## src/rtl/pll_dps_pkg.sv

```systemverilog
// Shared types and constants for the PLL dynamic-phase-shift controller.
// Imported by the controller top and its helpers.
package pll_dps_pkg;

  typedef enum logic [2:0] {
    ST_IDLE,
    ST_SETUP,
    ST_PULSE,
    ST_WAIT_LO,
    ST_WAIT_HI,
    ST_FIN
  } dps_state_t;

  localparam logic [1:0] DPS_ERR_NONE = 2'd0;
  localparam logic [1:0] DPS_ERR_CNT  = 2'd1;
  localparam logic [1:0] DPS_ERR_TMO  = 2'd2;
  localparam logic [1:0] DPS_ERR_LOCK = 2'd3;

endpackage

```

## src/rtl/pll_dps_ctrl_sync.sv

```systemverilog
// Two-flop synchroniser for single-bit inputs crossing into scanclk.
// Resets to 0 asynchronously.
module sync_2ff (
  input  logic i_clk,
  input  logic i_rst_n,
  input  logic i_d,
  output logic o_q
);

  logic r_meta;
  logic r_q;

  always_ff @(posedge i_clk or negedge i_rst_n) begin
    if (!i_rst_n) begin
      r_meta <= 1'b0;
      r_q    <= 1'b0;
    end else begin
      r_meta <= i_d;
      r_q    <= r_meta;
    end
  end

  assign o_q = r_q;

endmodule

```

## src/rtl/pll_dps_ctrl.sv

```systemverilog
// PLL dynamic-phase-shift controller: issues phase steps one at a time
// and tracks a signed running offset per PLL output counter.
module pll_dps_ctrl
  import pll_dps_pkg::*;
#(
  parameter int NUM_CNT   = 3,
  parameter int STEP_W    = 8,
  parameter int OFS_W     = 16,
  parameter int EN_CYCLES = 2,
  parameter int TIMEOUT   = 1023
) (
  input  logic              scanclk,
  input  logic              rst_n,
  input  logic              cmd_valid,
  output logic              cmd_ready,
  input  logic [4:0]        cmd_cnt,
  input  logic [STEP_W-1:0] cmd_steps,
  output logic              busy,
  output logic              done,
  output logic              err,
  output logic [1:0]        err_code,
  input  logic              pll_locked,
  output logic              phase_en,
  output logic              updn,
  output logic [4:0]        cntsel,
  input  logic              phase_done,
  input  logic [4:0]        ofs_sel,
  output logic [OFS_W-1:0]  ofs_q
);

  localparam int TW  = $clog2(TIMEOUT + 1);
  localparam int ENW = $clog2(EN_CYCLES + 1);
  localparam logic [4:0]     NCNT  = 5'(NUM_CNT);
  localparam logic [TW-1:0]  TLAST = TW'(TIMEOUT - 1);
  localparam logic [ENW-1:0] ELAST = ENW'(EN_CYCLES - 1);

  dps_state_t        r_state;
  logic [4:0]        r_cnt;
  logic              r_updn;
  logic [STEP_W-1:0] r_rem;
  logic [ENW-1:0]    r_en_cnt;
  logic [TW-1:0]     r_wait;
  logic              r_done;
  logic              r_err;
  logic [1:0]        r_err_code;
  logic [OFS_W-1:0]  r_ofs [NUM_CNT];

  logic              w_lk_s;
  logic              w_pd_s;
  logic              w_accept;
  logic [STEP_W-1:0] w_abs;

  sync_2ff u_sync_lk (
    .i_clk   (scanclk),
    .i_rst_n (rst_n),
    .i_d     (pll_locked),
    .o_q     (w_lk_s)
  );

  sync_2ff u_sync_pd (
    .i_clk   (scanclk),
    .i_rst_n (rst_n),
    .i_d     (phase_done),
    .o_q     (w_pd_s)
  );

  assign cmd_ready = (r_state == ST_IDLE) & w_lk_s;
  assign w_accept  = cmd_valid & cmd_ready;
  // Two's-complement magnitude: -2^(STEP_W-1) maps to 2^(STEP_W-1).
  assign w_abs     = cmd_steps[STEP_W-1] ? (-cmd_steps) : cmd_steps;

  assign busy     = (r_state != ST_IDLE);
  assign done     = r_done;
  assign err      = r_err;
  assign err_code = r_err_code;
  assign updn     = r_updn;
  assign cntsel   = r_cnt;
  // Gated by the synchronised lock so a lock loss drops it the same cycle.
  assign phase_en = (r_state == ST_PULSE) & w_lk_s;

  always_ff @(posedge scanclk or negedge rst_n) begin
    if (!rst_n) begin
      r_state    <= ST_IDLE;
      r_cnt      <= '0;
      r_updn     <= 1'b0;
      r_rem      <= '0;
      r_en_cnt   <= '0;
      r_wait     <= '0;
      r_done     <= 1'b0;
      r_err      <= 1'b0;
      r_err_code <= DPS_ERR_NONE;
      for (int i = 0; i < NUM_CNT; i++) begin
        r_ofs[i] <= '0;
      end
    end else begin
      r_done <= 1'b0;
      r_err  <= 1'b0;
      unique case (r_state)
        ST_IDLE: begin
          if (w_accept) begin
            r_cnt      <= cmd_cnt;
            r_updn     <= ~cmd_steps[STEP_W-1];
            r_rem      <= w_abs;
            r_err_code <= DPS_ERR_NONE;
            r_state    <= ST_SETUP;
          end
        end
        ST_SETUP: begin
          if (!w_lk_s) begin
            r_err      <= 1'b1;
            r_err_code <= DPS_ERR_LOCK;
            r_state    <= ST_FIN;
          end else if (r_cnt >= NCNT) begin
            r_err      <= 1'b1;
            r_err_code <= DPS_ERR_CNT;
            r_state    <= ST_FIN;
          end else if (r_rem == '0) begin
            r_done  <= 1'b1;
            r_state <= ST_FIN;
          end else begin
            r_en_cnt <= '0;
            r_state  <= ST_PULSE;
          end
        end
        ST_PULSE: begin
          if (!w_lk_s) begin
            r_err      <= 1'b1;
            r_err_code <= DPS_ERR_LOCK;
            r_state    <= ST_FIN;
          end else if (r_en_cnt == ELAST) begin
            r_wait  <= '0;
            r_state <= ST_WAIT_LO;
          end else begin
            r_en_cnt <= r_en_cnt + ENW'(1);
          end
        end
        ST_WAIT_LO: begin
          if (!w_lk_s) begin
            r_err      <= 1'b1;
            r_err_code <= DPS_ERR_LOCK;
            r_state    <= ST_FIN;
          end else if (!w_pd_s) begin
            r_wait  <= '0;
            r_state <= ST_WAIT_HI;
          end else if (r_wait == TLAST) begin
            r_err      <= 1'b1;
            r_err_code <= DPS_ERR_TMO;
            r_state    <= ST_FIN;
          end else begin
            r_wait <= r_wait + TW'(1);
          end
        end
        ST_WAIT_HI: begin
          if (!w_lk_s) begin
            r_err      <= 1'b1;
            r_err_code <= DPS_ERR_LOCK;
            r_state    <= ST_FIN;
          end else if (w_pd_s) begin
            for (int i = 0; i < NUM_CNT; i++) begin
              if (r_cnt == 5'(i)) begin
                r_ofs[i] <= r_updn ? r_ofs[i] + OFS_W'(1)
                                   : r_ofs[i] - OFS_W'(1);
              end
            end
            r_rem <= r_rem - STEP_W'(1);
            if (r_rem == STEP_W'(1)) begin
              r_done  <= 1'b1;
              r_state <= ST_FIN;
            end else begin
              r_state <= ST_SETUP;
            end
          end else if (r_wait == TLAST) begin
            r_err      <= 1'b1;
            r_err_code <= DPS_ERR_TMO;
            r_state    <= ST_FIN;
          end else begin
            r_wait <= r_wait + TW'(1);
          end
        end
        ST_FIN: begin
          r_state <= ST_IDLE;
        end
        default: begin
          r_state <= ST_IDLE;
        end
      endcase
    end
  end

  always_comb begin
    ofs_q = '0;
    for (int i = 0; i < NUM_CNT; i++) begin
      if (ofs_sel == 5'(i)) begin
        ofs_q = r_ofs[i];
      end
    end
  end

endmodule

```

## config.mk

```make
export PLATFORM = sky130hd
export DESIGN_NAME = pll_dps_ctrl
export DESIGN_NICKNAME = d
export VERILOG_FILES = /design/src/rtl/pll_dps_pkg.sv /design/src/rtl/pll_dps_ctrl_sync.sv /design/src/rtl/pll_dps_ctrl.sv
export SDC_FILE = /design/constraint.sdc
export NUM_CORES = 1
export LEC_CHECK = 0
export CORE_MARGIN = 2
export CORE_UTILIZATION = 33
export CTS_CLUSTER_DIAMETER = 200
export DETAILED_ROUTE_END_ITERATION = 12
export PLACE_DENSITY = 0.48
export SLEW_MARGIN = 20
export SYNTH_ARGS = -nofsm -noshare
export SYNTH_HDL_FRONTEND = slang
export SYNTH_SLANG_ARGS = --single-unit
```

## constraint.sdc

```tcl
create_clock -name scanclk -period 4.7 [get_ports scanclk]
set_input_delay 0.705 -clock scanclk [delete_from_list [all_inputs] [get_ports scanclk]]
set_output_delay 0.705 -clock scanclk [all_outputs]
set_load 0.05 [all_outputs]
```

Yosys cells after proc, flatten, opt, wreduce, memory -nomap -nowiden
Index checks and enable logic that the tools add are counted.
{"block": "word_totals", "register_bits": 85, "out_inout_bits": 29, "in_bits": 23}
{"block": "op_classes", "n_reduce_logical": 18, "bitwise": 4, "muxes": 64, "order_cmp": 1, "addsub": 10, "n_eq_ne": 27}
{"cell": "2-to-1 mux 16 bit", "n": 6}
{"cell": "2-to-1 mux 10 bit", "n": 7}
{"cell": "adder 16 x 1 -> 16 bit, second input constant", "n": 3}
{"cell": "subtractor 16 x 1 -> 16 bit, second input constant", "n": 3}
{"cell": "2-to-1 mux 3 bit", "n": 12}
{"cell": "2-to-1 mux 8 bit", "n": 4}
{"cell": "case mux 10 bit (3 select lines)", "n": 1}
{"cell": "2-to-1 mux 2 bit", "n": 14}
{"cell": "AND reduction 6 bit", "n": 3}
{"cell": "case mux 8 bit (2 select lines)", "n": 1}
{"cell": "AND reduction 4 bit", "n": 4}
{"cell": "case mux 3 bit (5 select lines)", "n": 1}
{"cell": "2-to-1 mux 1 bit", "n": 14}
{"cell": "inequality test 2 x 1 -> 1 bit, second input constant", "n": 6}
{"cell": "inequality test 2 bit, second input constant", "n": 6}
{"cell": "adder 10 x 1 -> 10 bit, second input constant", "n": 1}
{"cell": "equality test 10 bit, second input constant", "n": 1}
{"cell": "equality test 5 x 1 -> 1 bit, second input constant", "n": 2}
{"cell": "equality test 5 x 2 -> 1 bit, second input constant", "n": 2}
{"cell": "zero test 5 bit", "n": 2}
{"cell": "case mux 2 bit (5 select lines)", "n": 1}
{"cell": "inequality test 3 bit, second input constant", "n": 3}
{"cell": "equality test 8 x 1 -> 1 bit, second input constant", "n": 1}
{"cell": "zero test 8 bit", "n": 1}
{"cell": "other kinds (19)", "n": 25}

Longest topological paths before layout
{"block": "logic_depth", "word_depth": 5, "depth_mapped": 10}

Cells and area by module
Synthesis repeated with hierarchy kept, for this count alone.
{"block": "unflattened", "hier_cells": 790, "area_unflattened_um2": 6433.7}
{"mod": "pll_dps_ctrl", "seq_area_each_um2": 2026.9, "area_per_inst_um2": 6333.6, "instances": 1, "cells_per_inst": 786}
{"mod": "sync_2ff", "seq_area_each_um2": 50.0, "area_per_inst_um2": 50.0, "instances": 2, "cells_per_inst": 2}

Worst setup path before layout
No wires, ideal clock.
{"block": "synth_timing", "kind": "register to register", "start": "register r_updn, in the netlist updn", "end": "register r_ofs[30] in the netlist's numbering", "required_ps": 4569, "setup_ps": 131, "arrival_time_ps": 3543, "path_slack_ps": 1026, "period_less_slack_ps": 3674, "stages_incl_launch_ff": 11, "n_path_buf": 1, "path_cell_list": "dfrtp_1 > clkbuf_1 > inv_1 > ha_1 > nor2b_1 > o21ai_1 > a21oi_1 > o31a_1 > o31ai_4 > nor4_1 > or3_1"}
{"block": "synth_via", "elab_chain_len": 1}
{"item": "start, declared", "line": "pll_dps_ctrl.sv:39", "text": "logic r_updn;"}
{"item": "start signal, assigned", "line": "pll_dps_ctrl.sv:102", "text": "r_updn <= ~cmd_steps[STEP_W-1];"}
{"item": "2-to-1 mux 16 bit", "line": "pll_dps_ctrl.sv:161", "text": "r_ofs[i] <= r_updn ? r_ofs[i] + OFS_W'(1)"}
{"item": "end signal, assigned by index", "line": "pll_dps_ctrl.sv:161"}
{"item": "end, declared", "line": "pll_dps_ctrl.sv:46", "text": "logic [OFS_W-1:0] r_ofs [NUM_CNT];"}
Every way passes these cells.
A chain may end at the register's enable or synchronous reset.

Worst setup path after layout
{"block": "layout_timing", "start": "register r_updn, in the netlist updn", "end": "register r_ofs[13] in the netlist's numbering"}
Same word-level chain as after synthesis.

==> impl_metrics.tcl <==
set metrics [dict create \
    worst_slew_pin_slew_ns 0.9755 \
    fin_skew_ns 0.009368 \
    dpl.hpwl_um 11960 \
    start_util 0.3382 \
    synth_largest_area_cell "dfrtp_1" \
    min-delay-start "u_sync_pd.r_meta" \
    p_int_mw 2.493 \
    max-cap-violations 0 \
    cts_resized 0 \
    io_buffers 51 \
    via_count 5422 \
    dieArea_mm2 0.02036 \
    post_cts_buffers 0 \
    slew_headroom 0.3496 \
    overflow 0 \
    slew_viol_final 0 \
    p_per_area_mw_per_mm2 629.0 \
    grt_max_degree 57 \
    htreeDepth 3 \
    drc 0 \
    die_x_um 142.7 \
    std_cell_rows 50 \
    fin_crit_sh 0.7613 \
    cts_hold_buf 0 \
    cts_sinks 85 \
    hold_ws_ns 0.3501 \
    seqCellArea_mm2 0.002127 \
    drtAntennaViolNets 0 \
    syn_area_mm2 0.006347 \
    min_path_cells 0 \
    cts_buffers 9 \
    ys.flop_type "dfrtp_1" \
    antenna_found_initial 0 \
    wl_per_cell_um 15.81 \
    via_per_inst 5.316 \
    fp.dieH_um 142.7 \
    reg2reg_depth 10 \
    worst_ep_required_time_ns 4.90 \
    p_sw_mw 2.100 \
    cts_tree "yes" \
    p_clk_frac 0.160 \
    clock_latency_ns 0.35 \
    end_kind "flip-flop" \
    worstPathMaxFanout 26 \
    clkTransAtPathRegs_ns 0.07 \
    clockRootBuffer "clkbuf_16" \
    yosys_warnings 0 \
    seqPwrFrac 0.262 \
    synth_edf_count 0 \
    leakagePower_nw 3.250 \
    setup_viol 0 \
    drtPass1Iterations 5 \
    cts.path.max_buffers 2 \
    hold_path.class "flip-flop to flip-flop" \
    swShare 0.4572 \
    crit_type "flip-flop to flip-flop" \
    crit_arrival_ns 3.78 \
    grt_pass1_vias 5439 \
    grtUsageTotal 0.1687 \
    finish.utilization 0.3891 \
    syn_inst 744 \
    ys_async_sr_fraction 1.000 \
    routed_wl_um 16120 \
    grt_pass1_wl_um 27490 \
    ys_ff_latch 85 \
    drive_above_1_share 0.09160 \
    syn_area_per_cell_um2 8.531 \
    multi_input_area_mm2 0.004003 \
    outcome "finished clean" \
    synthTopCellsByCount "nand2_1 (94), dfrtp_1 (85), o21ai_0 (70)" \
    synthesis.nets 818 \
    rsz0062_at_grt "no" \
    rr_endpoint "r_ofs[13]" \
    gp_congestion 0.8244 \
    yosysTopAreaCellShare 0.3351 \
    fmax_mhz 279.5 \
    synth_cell_types 74 \
    io_pins 52 \
    dpl_cell_area_mm2 0.006999 \
    num_antenna_cells 0 \
    core_mm2 0.01877 \
    hold_violations 0 \
    combPwrFrac 0.578 \
    worstHoldEndpoint "u_sync_pd.o_q" \
    ir_worst_vdd_uv 332.4 \
    fin_nets 855 \
    rrSetupSlack_ns 1.12 \
    ys_seq_area_frac 0.3351 \
    r2r-start "updn" \
    start_kind "flip-flop" \
    tns_ns 0 \
    synth.most_common_cell "nand2_1" \
    stdcell_area_mm2 0.007302 \
    finalWorstPathRequiredPeriod_ns 3.578 \
    detail_route.iter0.violations 224 \
    fillCellCount 1910 \
    area_growth_pct 15.04 \
    synth_area_leaders "dfrtp_1 (34%), ha_1 (9.5%), nand2_1 (5.6%)" \
]
==> power groups by stage <==
stage / registers (mW) / clock network [mW] / logic (mW)
finish: 1.20 / 0.735 / 2.65
global route: 1.24 / 0.798 / 2.99
CTS: 1.20 / 0.771 / 2.67
detailed placement: 1.22 / 0 / 2.65
global placement: 1.21 / 0 / 2.62
floorplan: 1.22 / 0 / 2.03
==> per-stage QoR <==
step | power [mW] | setup WS (ns) | instances
2_1_floorplan | 3.256 | 1.026 | 744
3_3_place_gp | 3.835 | 1.280 | 1004
3_5_place_dp | 3.868 | 1.126 | 1004
4_1_cts | 4.643 | 1.079 | 1020
5_1_grt | 5.029 | 0.6963 | 1020
6_report | 4.593 | 1.122 | 1020
==> critical path: stages, from the launching register on <==
cell and delay, ns:
dfrtp_1 0.53, clkinv_1 0.52, buf_4 0.44, ha_1 0.41
a2111oi_0 0.40, o21ai_1 0.20, a41oi_2 0.25, nor2_1 0.11
a311oi_2 0.31, xor2_1 0.17, o21ai_1 0.08
==> worst max path at each step <==
stage	slack [ns]	depth (start not counted)	endpoint	from
floorplan	1.03	10	r_ofs[30]	updn
global placement	1.28	10	r_ofs[13]	updn
detailed placement	1.13	10	r_ofs[13]	updn
CTS	1.08	10	r_ofs[13]	updn
global route	0.70	10	r_ofs[13]	updn
finish	1.12	10	r_ofs[13]	updn
==> flip-flops by register name, indices dropped and copies added (netlist names) <==
| register | cells |
|---|---|
| done | 1 |
| cntsel | 5 |
| u_sync_pd.r_meta | 1 |
| err_code | 2 |
| u_sync_lk.o_q | 1 |
| err | 1 |
| r_state | 3 |
| r_wait | 10 |
| updn | 1 |
| r_rem | 8 |
| r_en_cnt | 2 |
| r_ofs | 48 |
| u_sync_lk.r_meta | 1 |
| u_sync_pd.o_q | 1 |
==> routing by layer <==
metal / GRT usage / wire [µm] / up-vias
li1: - / - / 2777
met1: 0.2153 / 7435 / 2534
met2: 0.2837 / 7793 / 87
met3: 0.04091 / 570 / 24
met4: 0.04898 / 324 / 0
met5: 0 / 0 / -
==> area by class of cell <==
class,instances,share of cell area
multi-input combinational,610,0.5481
clock inverter,5,0.008225
timing repair buffer,56,0.06923
clock buffer,11,0.03324
tap,234,0.04010
sequential,85,0.2913
inverter,19,0.009767
==> logic make-up after synthesis <==
group | Yosys count | synth area share
compound gates | 248 | 0.2425
mux | 13 | 0.02405
xor+xnor | 50 | 0.06899
simple gates | 248 | 0.1900
flops | 85 | 0.3351
fa+ha+maj | 51 | 0.1041
buf+inv | 49 | 0.03528
==> cells in the final DEF, fill, tap and decap left out, types with 4 or more instances in the layout <==
| cell type | synthesis | final |
|---|---|---|
| and3_1 | 6 | 6 |
| o21ai_0 | 70 | 70 |
| o22a_1 | 4 | 4 |
| nor3_1 | 16 | 16 |
| dfrtp_1 | 85 | 85 |
| or3_1 | 5 | 5 |
| clkbuf_16 | 0 | 9 |
| nor4_1 | 5 | 4 |
| a211oi_1 | 7 | 7 |
| clkdlybuf4s50_1 | 0 | 34 |
| or2_2 | 4 | 4 |
| nand2b_1 | 6 | 6 |
| mux2_2 | 10 | 10 |
| a31oi_1 | 7 | 7 |
| o21a_1 | 5 | 5 |
| nand3_1 | 12 | 12 |
| nand4_1 | 8 | 8 |
| nor2b_1 | 5 | 5 |
| xnor2_1 | 24 | 24 |
| nor3b_1 | 4 | 4 |
| o21bai_1 | 7 | 7 |
| ha_1 | 48 | 48 |
| a21oi_1 | 63 | 63 |
| inv_1 | 19 | 18 |
| a21o_1 | 24 | 24 |
| buf_4 | 2 | 22 |
| nand2_1 | 94 | 94 |
| xor2_1 | 26 | 26 |
| nor2_1 | 59 | 59 |
| o21ai_1 | 24 | 24 |
| o31ai_1 | 4 | 4 |
(Power assumes the default switching activity.)
